--- src/rtl/pit_pkg.sv ---
// Shared types and constants for the minipit channel scheduler.
// Register addresses and control-byte bit positions follow the timer's config port.
package pit_pkg;

    typedef enum logic [2:0] {
        ST_IDLE,
        ST_CLR,
        ST_W_CFG,
        ST_W_HI,
        ST_W_LO,
        ST_WAIT_ARM,
        ST_DONE
    } pit_state_t;

    localparam logic [1:0] CFG_ADDR_CTRL = 2'b00;
    localparam logic [1:0] CFG_ADDR_HI   = 2'b01;
    localparam logic [1:0] CFG_ADDR_LO   = 2'b10;

    localparam int CTRL_DIV_BIT = 7;
    localparam int CTRL_REP_BIT = 6;

endpackage

--- src/rtl/pit_rr_arbiter.sv ---
// Round-robin arbiter: one-hot grant from the first valid requester at or after the pointer.
// The pointer advances past the winner on every accepted grant.
module pit_rr_arbiter #(
    parameter int NUM_REQ = 4,
    localparam int ID_W = $clog2(NUM_REQ)
) (
    input  logic               clk,
    input  logic               reset,
    input  logic [NUM_REQ-1:0] req_valid,
    input  logic               enable,
    output logic [NUM_REQ-1:0] grant,
    output logic [ID_W-1:0]    win_id,
    output logic               any_grant
);

    localparam logic [ID_W:0]   NUM_REQ_W = (ID_W+1)'(NUM_REQ);
    localparam logic [ID_W-1:0] LAST_ID   = ID_W'(NUM_REQ - 1);

    logic [ID_W-1:0] ptr;
    logic [ID_W:0]   slot;
    logic [ID_W-1:0] idx;

    // Scan from the pointer with wrap; the first hit wins.
    always_comb begin
        grant     = '0;
        win_id    = '0;
        any_grant = 1'b0;
        slot      = '0;
        idx       = '0;
        for (int k = 0; k < NUM_REQ; k++) begin
            slot = {1'b0, ptr} + (ID_W+1)'(k);
            if (slot >= NUM_REQ_W) begin
                slot = slot - NUM_REQ_W;
            end
            idx = slot[ID_W-1:0];
            if (enable && !any_grant && req_valid[idx]) begin
                grant[idx] = 1'b1;
                win_id     = idx;
                any_grant  = 1'b1;
            end
        end
    end

    always_ff @(posedge clk) begin
        if (reset) begin
            ptr <= '0;
        end else if (any_grant) begin
            ptr <= (win_id == LAST_ID) ? '0 : win_id + 1'b1;
        end
    end

endmodule

--- src/rtl/pit_channel_scheduler.sv ---
// Shares one minipit timer among NUM_REQ requesters: arbitrate, reset the timer,
// replay the 3-beat config write, confirm arming, then route the timer IRQ to the owner.
module pit_channel_scheduler
    import pit_pkg::*;
#(
    parameter int NUM_REQ     = 4,
    parameter int ARM_TIMEOUT = 4,
    localparam int ID_W = $clog2(NUM_REQ)
) (
    input  logic                  clk,
    input  logic                  reset,
    input  logic [NUM_REQ-1:0]    req_valid,
    input  logic [16*NUM_REQ-1:0] req_count,
    input  logic [NUM_REQ-1:0]    req_divider,
    input  logic [NUM_REQ-1:0]    req_repeat,
    output logic [NUM_REQ-1:0]    req_grant,
    output logic                  busy,
    output logic                  done_valid,
    output logic [ID_W-1:0]       done_id,
    output logic                  done_err,
    output logic                  timer_rst,
    output logic                  cfg_we,
    output logic [1:0]            cfg_addr,
    output logic [7:0]            cfg_data,
    input  logic                  timer_armed,
    input  logic                  timer_irq,
    output logic [NUM_REQ-1:0]    irq_out,
    output logic [ID_W-1:0]       owner_id,
    output logic                  owner_valid
);

    localparam int          TO_W    = $clog2(ARM_TIMEOUT + 1);
    localparam logic [TO_W-1:0] TO_LAST = TO_W'(ARM_TIMEOUT - 1);

    pit_state_t      state;
    pit_state_t      state_next;
    logic            arb_enable;
    logic            any_grant;
    logic [ID_W-1:0] win_id;
    logic [15:0]     lat_count;
    logic            lat_div;
    logic            lat_rep;
    logic [TO_W-1:0] to_cnt;
    logic            arm_expired;

    // Grants only while idle and never during the reset cycle itself.
    assign arb_enable  = (state == ST_IDLE) && !reset;
    assign arm_expired = (to_cnt == TO_LAST);

    pit_rr_arbiter #(
        .NUM_REQ (NUM_REQ)
    ) u_arbiter (
        .clk       (clk),
        .reset     (reset),
        .req_valid (req_valid),
        .enable    (arb_enable),
        .grant     (req_grant),
        .win_id    (win_id),
        .any_grant (any_grant)
    );

    always_ff @(posedge clk) begin
        if (reset) begin
            state <= ST_IDLE;
        end else begin
            state <= state_next;
        end
    end

    always_comb begin
        state_next = state;
        case (state)
            ST_IDLE:     if (any_grant) state_next = ST_CLR;
            ST_CLR:      state_next = ST_W_CFG;
            ST_W_CFG:    state_next = ST_W_HI;
            ST_W_HI:     state_next = ST_W_LO;
            ST_W_LO:     state_next = ST_WAIT_ARM;
            ST_WAIT_ARM: if (timer_armed || arm_expired) state_next = ST_DONE;
            ST_DONE:     state_next = ST_IDLE;
            default:     state_next = ST_IDLE;
        endcase
    end

    always_comb begin
        busy       = (state != ST_IDLE);
        done_valid = 1'b0;
        timer_rst  = 1'b0;
        cfg_we     = 1'b0;
        cfg_addr   = CFG_ADDR_CTRL;
        cfg_data   = 8'h00;
        case (state)
            ST_CLR: timer_rst = 1'b1;
            ST_W_CFG: begin
                cfg_we                 = 1'b1;
                cfg_addr               = CFG_ADDR_CTRL;
                cfg_data[CTRL_DIV_BIT] = lat_div;
                cfg_data[CTRL_REP_BIT] = lat_rep;
            end
            ST_W_HI: begin
                cfg_we   = 1'b1;
                cfg_addr = CFG_ADDR_HI;
                cfg_data = lat_count[15:8];
            end
            ST_W_LO: begin
                cfg_we   = 1'b1;
                cfg_addr = CFG_ADDR_LO;
                cfg_data = lat_count[7:0];
            end
            ST_DONE: done_valid = 1'b1;
            default: ;
        endcase
    end

    // Ownership drops at grant so an IRQ from the outgoing configuration is never routed.
    always_ff @(posedge clk) begin
        if (reset) begin
            lat_count   <= '0;
            lat_div     <= 1'b0;
            lat_rep     <= 1'b0;
            done_id     <= '0;
            done_err    <= 1'b0;
            owner_id    <= '0;
            owner_valid <= 1'b0;
            to_cnt      <= '0;
            irq_out     <= '0;
        end else begin
            irq_out <= (owner_valid && timer_irq) ? (NUM_REQ'(1) << owner_id) : '0;
            case (state)
                ST_IDLE: begin
                    if (any_grant) begin
                        lat_count   <= req_count[16*win_id +: 16];
                        lat_div     <= req_divider[win_id];
                        lat_rep     <= req_repeat[win_id];
                        done_id     <= win_id;
                        owner_valid <= 1'b0;
                    end
                end
                ST_W_LO: to_cnt <= '0;
                ST_WAIT_ARM: begin
                    if (timer_armed) begin
                        owner_id    <= done_id;
                        owner_valid <= 1'b1;
                        done_err    <= 1'b0;
                    end else if (arm_expired) begin
                        done_err <= 1'b1;
                    end else begin
                        to_cnt <= to_cnt + 1'b1;
                    end
                end
                default: ;
            endcase
        end
    end

endmodule

--- config.mk ---
export PLATFORM = sky130hd
export DESIGN_NAME = pit_channel_scheduler
export DESIGN_NICKNAME = d
export VERILOG_FILES = /design/src/rtl/pit_pkg.sv /design/src/rtl/pit_rr_arbiter.sv /design/src/rtl/pit_channel_scheduler.sv
export SDC_FILE = /design/constraint.sdc
export NUM_CORES = 1
export LEC_CHECK = 0
export BUFFER_PORTS_ARGS = -buffer_cell sky130_fd_sc_hd__buf_2
export CORE_MARGIN = 10
export CORE_UTILIZATION = 43
export DETAILED_ROUTE_END_ITERATION = 10
export PLACE_DENSITY = 0.85
export SLEW_MARGIN = 20
export SYNTH_ARGS = -nofsm -noshare
export SYNTH_HDL_FRONTEND = slang
export SYNTH_SLANG_ARGS = --single-unit
--- constraint.sdc ---
create_clock -name clk -period 2.8 [get_ports clk]
set_input_delay 0.56 -clock clk [delete_from_list [all_inputs] [get_ports clk]]
set_output_delay 0.56 -clock clk [all_outputs]
set_load 0.005 [all_outputs]
; ---- Word level (Yosys, flattened, before mapping)
; Index checks and enable logic that the tools add are counted.
[word_totals]
output_inout_bits = 28
reg_bits = 36
in_bits = 80
elab_cells = 137
[classes]
muxes = 54
n_lt_le_gt_ge = 13
reduce_logical = 31
shift = 2
bitwise = 4
eq_ne = 13
addsub = 9
[ops]
columns = cell, count
row1 = $shiftx A64 B7 Y16, 1
row2 = $mux W1, 21
row3 = $mux W2, 9
row4 = $pmux W3 S6, 1
row5 = $mux W4, 4
row6 = $lt A2 B3 Y1 const B, 5
row7 = $logic_and A1 B1 Y1, 13
row8 = $bmux W1 S2, 6
row9 = $mux W3, 4
row10 = $or A4 B4 Y4, 3
row11 = $pmux W6 S2, 1
row12 = $ne A2 B2 Y1 const B, 5
row13 = $eq A3 B2 Y1 const B, 3
row14 = $eq A3 B3 Y1 const B, 3
row15 = $ge A3 B3 Y1 const B, 3
row16 = $demux W1 S2, 4
row17 = $ge A2 B1 Y1 const B, 4
row18 = $reduce_and A2 Y1, 4
row19 = $sub A2 B1 Y2 const B, 4
row20 = $add A2 B2 Y3 const B, 2
row21 = $pmux W2 S3, 1
row22 = $pmux W3 S2, 1
row23 = $reduce_and A3 Y1, 2
row24 = $reduce_bool A2 Y1, 3
row25 = other kinds (16), 19

; ---- Depth between registers and ports, before layout
[depth]
word_depth = 20
ltp_mapped = 14
depth_no_buf = 8

; ---- Hierarchy
; Synthesis repeated with hierarchy kept, for this count alone.
[hier_totals]
cells_unflattened = 217
area_unflattened_um2 = 2421.1
[modules_own_cells]
columns = mod, area_each_um2, instances, cells_each
row1 = pit_channel_scheduler, 1838.0, 1, 153
row2 = pit_rr_arbiter, 583.1, 1, 64

; ---- Worst setup path before layout
; No wires, ideal clock.
[synth_timing]
path_type = flip-flop to flip-flop
start = register u_arbiter.ptr[0]
end = register lat_count[15]
synth_period_minus_slack_ns = 2.955
setup_slack_ns = -0.155
required_time_ns = 2.675
t_arrival_ns = 2.830
path_stages_with_launch = 15
path_buffers = 6
path_cell_list = dfxtp_1 -> buf_6 -> inv_1 -> ha_1 -> buf_6 -> mux4_2 -> nor2b_1 -> o2111a_1 -> buf_6 -> or2_1 -> buf_2 -> buf_6 -> buf_6 -> a211oi_2 -> a211oi_1
[synth_between]
elab_chain_cells = 19
elab_cells_between_ends = 43
cone_classes = 7 x add/sub / 4 x order compare / 1 x shift / 20 x mux / 11 x reduce/logical
[synth_lines]
columns = item, line_no
row1 = from (decl), pit_rr_arbiter.sv:19  ; logic [ID_W-1:0] ptr;
row2 = from (signal assigned), pit_rr_arbiter.sv:48  ; ptr <= (win_id == LAST_ID) ? '0 : win_id + 1'b1;
row3 = $ge A2 B3 Y1 / $sub A2 B1 Y2 (equally long branches), "pit_rr_arbiter.sv:32, pit_rr_arbiter.sv:33"
row4 = $mux W2, pit_rr_arbiter.sv:32  ; if (slot >= NUM_REQ_W) begin
row5 = $bmux W1 S2, pit_rr_arbiter.sv:36  ; if (enable && !any_grant && req_valid[idx]) begin
row6 = $mux W1 (not written as such), pit_rr_arbiter.sv:36
row7 = $logic_and A1 B1 Y1, pit_rr_arbiter.sv:36
row8 = $mux W1, pit_rr_arbiter.sv:36
row9 = $logic_not A1 Y1, pit_rr_arbiter.sv:36
row10 = $logic_and A1 B1 Y1 (2 in a row), pit_rr_arbiter.sv:36
row11 = $mux W1, pit_rr_arbiter.sv:36
row12 = $logic_not A1 Y1, pit_rr_arbiter.sv:36
row13 = $logic_and A1 B1 Y1 (2 in a row), pit_rr_arbiter.sv:36
row14 = $mux W1, pit_rr_arbiter.sv:36
row15 = $logic_not A1 Y1, pit_rr_arbiter.sv:36
row16 = $logic_and A1 B1 Y1 (2 in a row), pit_rr_arbiter.sv:36
row17 = $mux W2 / $mux W1 (equally long branches), pit_rr_arbiter.sv:36
row18 = $shiftx A64 B7 Y16 / $reduce_and A2 Y1 (equally long branches), n/a
row19 = to (signal assigned), pit_channel_scheduler.sv:131  ; lat_count <= req_count[16*win_id +: 16];
row20 = to (decl), pit_channel_scheduler.sv:40  ; logic [15:0] lat_count;
; Several ways; a longest one is shown, not always the timed one. The select of a mux whose other input is x is not followed.
; A chain may end at the register's enable or synchronous reset.

; ---- Worst setup path after layout
[layout_timing]
start = register u_arbiter.ptr[0]
end = output req_grant[2]
[layout_between]
elab_chain_cells = 18
elab_cells_between_ends = 63
cone_classes = 7 x add/sub / 12 x order compare / 27 x mux / 3 x bitwise / 14 x reduce/logical
[layout_lines]
columns = item, line_no
row1 = "parallel branches: the longest is 17 deep, another holds $add A2 B1 Y3", n/a
row2 = $mux W4 *, pit_rr_arbiter.sv:36
row3 = to (decl), pit_channel_scheduler.sv:16  ; output logic [NUM_REQ-1:0] req_grant,
; Mark *: on every way between the ends. The select of a mux whose other input is x is not followed.

==> flow_metrics.tcl <==
set metrics [dict create \
    track_usage_pct 16.0 \
    drt-pass1-iter-count 4 \
    dpl-instance-area_sq_um 3050 \
    die-area_sq_um 9090 \
    finClkSkew_ns 0.00665 \
    finalPower_w 0.00252 \
    crit_start "u_arbiter.ptr[0]" \
    synth-seq-cells 36 \
    wire_per_inst_microns 16.7 \
    worstReg2RegEnd "lat_count[5]" \
    max-slew-margin-rel_pct 60.5 \
    rsz0062_at_grt "true" \
    die_h_microns 95.3 \
    reg2regPathDepth 9 \
    drcViolationCount 0 \
    combPwrFrac_pct 56.6 \
    multiInputGateArea_sq_um 1570 \
    clkSinkCount 36 \
    r2r-start "u_arbiter.ptr[0]" \
    maxCapViolCount 0 \
    coreArea_sq_um 5510 \
    p_clk_share_pct 14.4 \
    place_ws_ns -0.00548 \
    fin_tns_setup_ns 0 \
    grt-ovfl-total 0 \
    synth_cells 267 \
    tightest_slew_ns 0.591 \
    ys_types 40 \
    syn_area_sq_um 2440 \
    start_util_pct 44.3 \
    dp_hpwl_microns 5970 \
    gp_congestion 0.776 \
    synth_compound_area_share_pct 28.6 \
    required_ns 2.24 \
    yosys_most_used_dff "dfxtp_1" \
    cp-start-kind "register" \
    vdd_drop_max_mv 0.466 \
    reg2reg_slack_ns 0.11 \
    insertedDiodeCount 0 \
    num_vias 2470 \
    end_kind "output pin" \
    crit_arrival_ns 2.22 \
    period_needed_ns 2.78 \
    die_x_microns 95.3 \
    static-leakage-power_nw 1.41 \
    grt_pass1_vias 2590 \
    antenna_found_initial 0 \
    grt_max_degree 36 \
    powerDensity_nw_per_um2 784 \
    portBuffers 107 \
    syn_avg_cell_area_sq_um 9.14 \
    cp_max_fo 6 \
    p_sw_share_pct 40.8 \
    final_core_util_pct 58.4 \
    syn_nets 353 \
    yosysWarningCount 0 \
    grt_pass1_wl_microns 12000 \
    yosys.area_share.simple_pct 18.0 \
    period_share_pct 99.2 \
    crit_type "reg -> out" \
    insertion_delay_ns 0.28 \
    nets 464 \
    hold_viol 0 \
    cts_buffers 5 \
    synth.area.mux_share_pct 13.6 \
    regArea_sq_um 723 \
    p_seq_share_pct 29.0 \
    worst_slack_ns 0.0213 \
    hold_path.class "reg -> reg" \
    viasPerCell 5.48 \
    drt_iter0_drc 128 \
    status "finished, final reports clean" \
    cts_tree "yes" \
    drive_above_1_share_pct 42.2 \
    fp-row-count 27 \
    endpoint "req_grant[2]" \
    final_area_sq_um 3220 \
    switchingPower_w 0.00103 \
    setup_violations 0 \
    synth_xor_area_share_pct 0.359 \
    synth_top_family_by_area "compound AO/OA/AOI/OAI gates" \
    ant_nets 0 \
    ios 108 \
    fill_cells 501 \
    power.internal_w 0.00149 \
    synth_edf_count 0 \
    area_growth_pct 31.8 \
    synth_fa_ha_area_share_pct 3.08 \
    synth-seq-area-share_pct 29.5 \
    async_flop_share_pct 0 \
    max_freq_mhz 360 \
    clockBufferDepth 2 \
    clkTransAtPathRegs_ns 0.08 \
    slew_viol_final 0 \
    clockRootBuffer "clkbuf_8" \
    htreeDepth 2 \
    drt-total-wl_microns 7510 \
]
## cell usage in the layout (no fill, tap or decap), types with 2 or more instances in the layout
cell,n
buf_4,17
buf_2,107
o21bai_1,18
o21ai_0,4
o221ai_1,2
nor3b_1,20
dfxtp_2,2
nand3b_1,2
and3_1,2
inv_1,6
nand3_1,2
nand2_1,9
a211oi_2,10
clkbuf_8,5
nor2b_1,5
dfxtp_1,34
a222oi_1,4
nor2_1,19
mux2i_1,23
a211oi_1,26
or3_1,2
buf_6,2
nor3_1,7
a22o_1,6
clkinv_2,2
a21oi_1,8
mux4_2,4
inv_4,2
a31oi_1,2
ha_1,5
o21ai_1,2
nand2b_1,3
## layer usage
metal | share of wire (%) | vias to the layer above | global-route usage, %
li1 | - | 1231 | -
met1 | 40 | 1144 | 16.9
met2 | 51 | 85 | 30.1
met3 | 7.6 | 10 | 5.18
met4 | 1.1 | 0 | 3.62
met5 | 0 | - | 0
## metrics by stage
stage	hold WS, ns	std cells
3_5_place_dp	0.476	434
2_1_floorplan	0.452	267
6_report	0.482	451
4_1_cts	0.487	444
3_3_place_gp	0.462	434
5_1_grt	0.526	451
## worst max-delay path, stage by stage (launching register included)
cell and delay, ns:
dfxtp_2 0.36, buf_6 0.13, mux4_2 0.53, buf_4 0.18
nor2_1 0.15, and2_1 0.23, a222oi_1 0.11, o21ai_0 0.11
buf_2 0.14
## repair_timing
action / in CTS / in global routing
buffers inserted: 2 / 7
pin swaps: 0 / 4
endpoints found under the setup margin: 1 / 22
hold buffers: 0 / 0
resized for setup: 0 / 7
hold endpoints to repair: 0 / 0
## power groups by stage
stage	sequential, W	combinational [W]	clock (W)
floorplan	0.000717	0.00101	0
global placement	0.000736	0.00128	0
detailed placement	0.000741	0.00132	0
CTS	0.000729	0.00135	0.000371
global route	0.000750	0.00157	0.000401
finish	0.000732	0.00143	0.000363
## sequential cells by signal, summed over array words and instances (netlist names)
name	cells
done_err	1
done_id	2
irq_out	4
lat_count	16
lat_div	1
lat_rep	1
owner_id	2
owner_valid	1
state	3
to_cnt	3
u_arbiter.ptr	2
## cells by family (layout without fill, tap and decap cells)
family	count (synthesis)	count (layout)
XOR/XNOR	1	1
buffers and inverters	32	144
multiplexers	28	28
AND/OR/NAND/NOR	76	76
adder cells (fa/ha/maj)	6	6
AO/OA/AOI/OAI	88	88
flip-flops	36	36
## area by class of cell
class | count | share of cell area (%)
repair buffers | 127 | 21.9
multi-input cells | 199 | 48.9
flip-flops and latches | 36 | 22.5
clock buffers | 5 | 2.14
well taps | 72 | 2.80
inverters | 9 | 1.21
clock inverters | 3 | 0.583
## synthesized netlist by cell type (8+ instances only)
master	count	area, sq um
dfxtp_1	36	721
a211oi_1	26	195
mux2i_1	23	230
nor3b_1	20	150
nor2_1	19	71.3
o21bai_1	18	135
a211oi_2	10	125
clkbuf_1	10	37.5
a21oi_1	9	45.0
nand2_1	9	33.8
inv_1	8	30.0
## worst min-delay path by stage
stage                     start         end  slack, ns  cells past startpoint
finish              owner_valid  irq_out[3]       0.48                      2
global route        owner_valid  irq_out[3]       0.53                      2
CTS                 owner_valid  irq_out[3]       0.49                      2
detailed placement  owner_valid  irq_out[3]       0.48                      2
global placement      to_cnt[1]   to_cnt[1]       0.46                      2
floorplan             to_cnt[1]   to_cnt[1]       0.45                      2
No activity file was read; power rests on OpenSTA's default activity.
